**src/rtl/serdes_pkg.sv**
```systemverilog
// Shared definitions for the serializer/deserializer pair (piso and sipo).
// Holding-register states, bit-order selector strings and counter sizing.
package serdes_pkg;

  typedef enum logic {
    EMPTY = 1'b0,
    FULL  = 1'b1
  } hold_state_t;

  localparam string MSB_FIRST = "true";
  localparam string LSB_FIRST = "false";

  // Bit counter width; never narrower than one bit even for two-bit words.
  function automatic int cnt_width(input int width);
    return (width <= 2) ? 1 : $clog2(width);
  endfunction

endpackage

```
**src/rtl/sipo.sv**
```systemverilog
// Serial-in parallel-out deserializer: assembles DATA_WIDTH-bit words from a
// strobed serial stream and parks each finished word in a one-entry holding register.
module sipo
  import serdes_pkg::*;
#(
  parameter int    DATA_WIDTH   = 8,
  parameter string DO_MSB_FIRST = MSB_FIRST
) (
  input  logic                  i_clk,
  input  logic                  i_a_rst,
  input  logic                  i_sync,
  input  logic                  i_data_valid,
  input  logic                  i_data,
  input  logic                  i_rd_en,
  input  logic                  i_clr_ovf,
  output logic                  o_data_valid,
  output logic [DATA_WIDTH-1:0] o_data,
  output logic                  o_overflow
);

  localparam int            CW        = cnt_width(DATA_WIDTH);
  localparam logic [CW-1:0] CNT_LAST  = CW'(DATA_WIDTH - 1);
  localparam bit            MSB_ORDER = (DO_MSB_FIRST == MSB_FIRST);

  if (DATA_WIDTH < 2) begin : g_bad_width
    $error("sipo: DATA_WIDTH must be at least 2");
  end

  if ((DO_MSB_FIRST != MSB_FIRST) && (DO_MSB_FIRST != LSB_FIRST)) begin : g_bad_order
    $error("sipo: DO_MSB_FIRST must be \"true\" or \"false\"");
  end

  // MSB-first enters at bit 0 and migrates upward; LSB-first enters at the top.
  function automatic logic [DATA_WIDTH-1:0] shift_in(input logic [DATA_WIDTH-1:0] base,
                                                     input logic                  b);
    if (MSB_ORDER) return {base[DATA_WIDTH-2:0], b};
    else           return {b, base[DATA_WIDTH-1:1]};
  endfunction

  logic [DATA_WIDTH-1:0] sh;
  logic [DATA_WIDTH-1:0] sh_shifted;
  logic [DATA_WIDTH-1:0] sync_seed;
  logic [CW-1:0]         cnt;
  logic                  word_done;

  hold_state_t hold_state;
  hold_state_t hold_state_next;
  logic        load_word;
  logic        drop_word;

  always_comb begin
    sh_shifted = shift_in(sh, i_data);
    sync_seed  = shift_in({DATA_WIDTH{1'b0}}, i_data);
  end

  // A completion coinciding with a frame restart is discarded.
  assign word_done = i_data_valid & ~i_sync & (cnt == CNT_LAST);

  always_ff @(posedge i_clk or posedge i_a_rst) begin
    if (i_a_rst) begin
      sh  <= '0;
      cnt <= '0;
    end else if (i_sync) begin
      sh  <= i_data_valid ? sync_seed : '0;
      cnt <= i_data_valid ? CW'(1) : '0;
    end else if (i_data_valid) begin
      sh  <= sh_shifted;
      cnt <= (cnt == CNT_LAST) ? '0 : cnt + CW'(1);
    end
  end

  // Holding register: a read in the same cycle as a completion frees the slot
  // for the new word, so only an unread full slot loses data.
  always_comb begin
    hold_state_next = hold_state;
    load_word       = 1'b0;
    drop_word       = 1'b0;
    if (hold_state == EMPTY) begin
      if (word_done) begin
        hold_state_next = FULL;
        load_word       = 1'b1;
      end
    end else begin
      if (word_done && i_rd_en) begin
        load_word = 1'b1;
      end else if (word_done) begin
        drop_word = 1'b1;
      end else if (i_rd_en) begin
        hold_state_next = EMPTY;
      end
    end
  end

  always_ff @(posedge i_clk or posedge i_a_rst) begin
    if (i_a_rst) begin
      hold_state <= EMPTY;
      o_data     <= '0;
    end else begin
      hold_state <= hold_state_next;
      if (load_word) begin
        o_data <= sh_shifted;
      end
    end
  end

  // Sticky drop flag; a drop in the same cycle as a clear keeps it set.
  always_ff @(posedge i_clk or posedge i_a_rst) begin
    if (i_a_rst) begin
      o_overflow <= 1'b0;
    end else if (drop_word) begin
      o_overflow <= 1'b1;
    end else if (i_clr_ovf) begin
      o_overflow <= 1'b0;
    end
  end

  assign o_data_valid = (hold_state == FULL);

endmodule

```
**config.mk**
```make
export PLATFORM = sky130hd
export DESIGN_NAME = sipo
export DESIGN_NICKNAME = d
export VERILOG_FILES = /design/src/rtl/serdes_pkg.sv /design/src/rtl/sipo.sv
export SDC_FILE = /design/constraint.sdc
export NUM_CORES = 1
export LEC_CHECK = 0
export ABC_AREA = 1
export CAP_MARGIN = 20
export CELL_PAD_IN_SITES_DETAIL_PLACEMENT = 1
export CELL_PAD_IN_SITES_GLOBAL_PLACEMENT = 2
export CORE_MARGIN = 3
export CORE_UTILIZATION = 32
export DETAILED_ROUTE_END_ITERATION = 10
export PLACE_DENSITY_LB_ADDON = 0.1
export SKIP_LAST_GASP = 1
export SYNTH_ARGS = -nofsm -noshare
export SYNTH_HDL_FRONTEND = slang
export SYNTH_SLANG_ARGS = --single-unit
```
**constraint.sdc**
```tcl
create_clock -name i_clk -period 1.8 [get_ports i_clk]
set_input_delay 0.36 -clock i_clk [delete_from_list [all_inputs] [get_ports i_clk]]
set_output_delay 0.36 -clock i_clk [all_outputs]
set_load 0.1 [all_outputs]
```
[Word level (Yosys, flattened, before mapping)]
Index checks and enable logic that the tools add are counted.
Operators by class
  $add $sub $neg: 1
  multipliers: 0
  divide/modulo/power cells: 0
  magnitude comparators: 0
  equality and inequality tests: 1
  shift-type cells: 0
  multiplexer cells: 18
  bitwise gates (word level): 3
  reduce and logical (&&, ||, !) cells: 3
Operator list (count)
  7-bit two-way mux: 2
  1-bit two-way mux: 13
  3-bit two-way mux: 3
  2-bit nonzero test: 2
  3-bit by 1-bit adder with 3-bit output, second input constant: 1
  3-bit equality test, second input constant: 1
  1-bit AND: 2
  1-bit logical AND: 1
  1-bit inverter: 1
Storage, ports and cells
  register bits: 20
  latch bits: 0
  memory bits (writable): 0
  bits in read-only memories: 0
  input bits: 7
  output and inout bits: 10
  logic and storage cells: 31
  memories: 0

[Logic depth before layout (Yosys ltp)]
  depth after elaboration: 7
  mapped depth: 6

[Least setup slack after synthesis]
OpenSTA, ideal clock, no wires.
  path type: register to register
  start: register hold_state, in the netlist o_data_valid
  end: register o_data[0]
  setup time: 0.122 ns
  arrival time: 1.404 ns
  required time: 1.678 ns
  slack: 0.274 ns
  cell stages (with the launch flop): 5
  buffers on the path: 1
  clock period less this slack: 1.526 ns
  cells stage by stage: dfrtp_1 > nand2_1 > buf_2 > nand4_1 > nand2_1
Between the ends
  cells in the longest elaborated chain, start to end: 1
RTL lines
  start, declared: line sipo.sv:46  | hold_state_t hold_state;
  start signal, assigned: line sipo.sv:99  | hold_state <= hold_state_next;
  1-bit two-way mux: line sipo.sv:78  | if (hold_state == EMPTY) begin
  end signal, assigned: line sipo.sv:101  | o_data <= sh_shifted;
  end, declared: line sipo.sv:17  | output logic [DATA_WIDTH-1:0] o_data,
No other way between the ends.
A chain may end at the register's enable or synchronous reset.

[Worst setup path in the final report]
  start: register cnt[0]
  end: register o_data[5]
Between the ends
  cells in the longest elaborated chain, start to end: 5
  elaborated cells between the ends (all ways): 6
  those cells by class: eq/ne (1); mux (3); bitwise (1); reduce/logical (1)
RTL lines
  start, declared: line sipo.sv:43  | logic [CW-1:0] cnt;
  start signal, assigned: line sipo.sv:65  | cnt <= i_data_valid ? CW'(1) : '0;
  start signal, assigned: line sipo.sv:68  | cnt <= (cnt == CNT_LAST) ? '0 : cnt + CW'(1);
  3-bit equality test *: line sipo.sv:57  | assign word_done = i_data_valid & ~i_sync & (cnt == CNT_LAST);
  1-bit AND *: line sipo.sv:57
  1-bit logical AND: line sipo.sv:84  | if (word_done && i_rd_en) begin
  1-bit two-way mux: line sipo.sv:84
  1-bit two-way mux *: line sipo.sv:78
Every way passes the cells marked *; elsewhere a longest branch is shown, timed or not.

==> impl_metrics.ini <==
[floorplanning]
core_sq_um = 2340
die_area_sq_um = 3270
start_util = 0.358
rows = 17
die_w_um = 57.2
fp.dieH_um = 57.2
pin_count = 17

[clock_tree]
clock_latency_ns = 0.30
cts.sink_count = 20
cts_tree = yes
clockBufferDepth = 2
cts_hold_buf = 0
cts_buffers = 3
cts-root-buf = clkbuf_4
post_cts_resized = 0
clk_pin_slew_ns = 0.11
post_cts_buffers = 0
htreeDepth = 1

[grt]
grt_pass1_vias = 729
grt_start_max_net_pins = 21
grt_pass1_wl_mm = 3.19
antenna_found_initial = 0
grt_usage = 0.125
grt.overflow.total = 0

[place]
dp_slack_ns = 0.194
dp_cells = 132
place_congestion = 0.794
port_buffers = 16
hpwl_mm = 1.37

[cells_and_area]
final_layout_size_suffix_gt1_frac = 0.178
area_delta_synth_final_pct = 38.1
register_area_sq_um = 500
multi_input_area_sq_um = 275
fill_cells = 265
final_util = 0.495
final_cells = 135
final_nets = 118
antenna_cells = 0
final_common_cell = nand2_1
layout_common_cells = nand2_1, dfrtp_1, inv_1, buf_12, nand4_1

[timing]
fmax_mhz = 704
fin_crit_ns = 1.42
tns_ns = 0
clock_skew_ns = 0.00698
worst_slew_pin_slew_ns = 0.373
relSlewSlack = 0.752
fin_ws_ns = 0.380
final.period_utilization = 0.789
rsz0062_at_grt = false
setup_viol = 0
finalMaxSlewViolations = 0
hold_viol_final = 0
fin_hold_ws_ns = 0.388

[worst_setup_path]
crit_fanout = 11
cp.required_ns = 1.99
cp.arrival_ns = 1.61
slowest_stage = dfrtp_1
path_class = flip-flop to flip-flop
crit_path_max_incr_delay_ns = 0.39
end_kind = flip-flop
path_cells = ha_1 > ha_1 > nand3_2 > nand2_1 > nand2_1
crit_path_start_kind = flip-flop

[synth]
synth_area_leaders = dfrtp_1, nand2_1, nand4_1
ys_ff_latch = 20
ys_seq_area_frac = 0.597
syn_area_per_cell_sq_um = 9.53
synth_top_area_cell = dfrtp_1
netlist_instances = 88
syn-cell-area_sq_um = 838
yosysTopAreaCellShare = 0.597
ys_types = 15
synth_nets = 97
ys_warn_count = 0

[power_and_ir_drop]
ir_drop_mv = 0.446
p_per_area_nw_per_um2 = 664
p_leak_nw = 0.576

[routing]
ant_nets = 0
vias_per_cell = 4.85
drt_iter0_markers = 9
wirelength_mm = 1.75
vias = 655
firstDrtPassIters = 4
drc = 0
routedWlPerCell_um = 13.0

[job]
drv_cap = 0

[outcome]
outcome = finished clean

[worst_hold_path]
hold_class = input port to async pin
registers in the layout, summed over array words and instances (netlist names):
signal	flops
o_data_valid	1
sh	7
o_data	8
o_overflow	1
cnt	3
kinds of logic (layout without fill, tap and decap cells):
logic type                 Yosys count  in the layout  synth area share
and+or+nand+nor                     43             43             0.237
DFF                                 20             20             0.597
buffers and inverters               14             33            0.0746
AOI/OAI and AO/OA                    9              9            0.0612
adders and majority gates            2              2            0.0298
layer usage:
metal  global-route usage  share of wire
met3               0.0249          0.046
met1                0.154           0.45
met2                0.204           0.48
met5                    0              0
met4               0.0695          0.025
synth_stat cells:
master and instances:
o21ai_0 3, nand3_2 1, nand2_1 27, nand4_1 8
buf_2 2, buf_6 1, nor2_4 1, dfrtp_1 20
ha_1 2, o22ai_1 5, nand3_1 3, inv_2 1
inv_1 10, a21oi_1 1, nor2_1 3
power by group:
part,internal [mW],total [mW],switching (mW)
combinational,0.0354,0.0910,0.0556
clock,0.0780,0.208,0.130
sequential,0.461,0.470,0.00888
total,0.574,0.769,0.195
final cells by class:
cell class,count,share of cell area
Timing Repair Buffer,19,0.244
Clock buffer,3,0.0195
Inverter,11,0.0357
Tap cell,28,0.0303
Sequential cell,20,0.432
Multi-Input combinational cell,54,0.238
metrics by stage:
stage / area, sq um / total power [mW]
after floorplan: 838 / 0.531
after global placement: 1130 / 0.569
after detailed placement: 1130 / 0.571
after CTS: 1160 / 0.785
after global routing: 1160 / 0.812
final: 1160 / 0.769
worst max-delay path, delay by kind of cell (launching register included):
kind / cells / cell delay (ns)
flip-flops: 1 / 0.39
adder cells (fa/ha/maj): 2 / 0.55
AND/OR/NAND/NOR: 3 / 0.39
path summary, 6_finish.rpt:
path / cells after the start / slack, ns / endpoint / from
worst min-delay path: 3 / 0.39 / o_data[1] / i_a_rst
min in group i_clk: 2 / 0.53 / cnt[1] / cnt[1]
worst max-delay path: 5 / 0.38 / o_data[5] / cnt[0]
worst min register to register: 2 / 0.53 / cnt[1] / cnt[1]
max in group asynchronous: 3 / 1.20 / sh[6] / i_a_rst
worst max register to register: 5 / 0.38 / o_data[5] / cnt[0]
No activity file was read; power rests on OpenSTA's default activity.
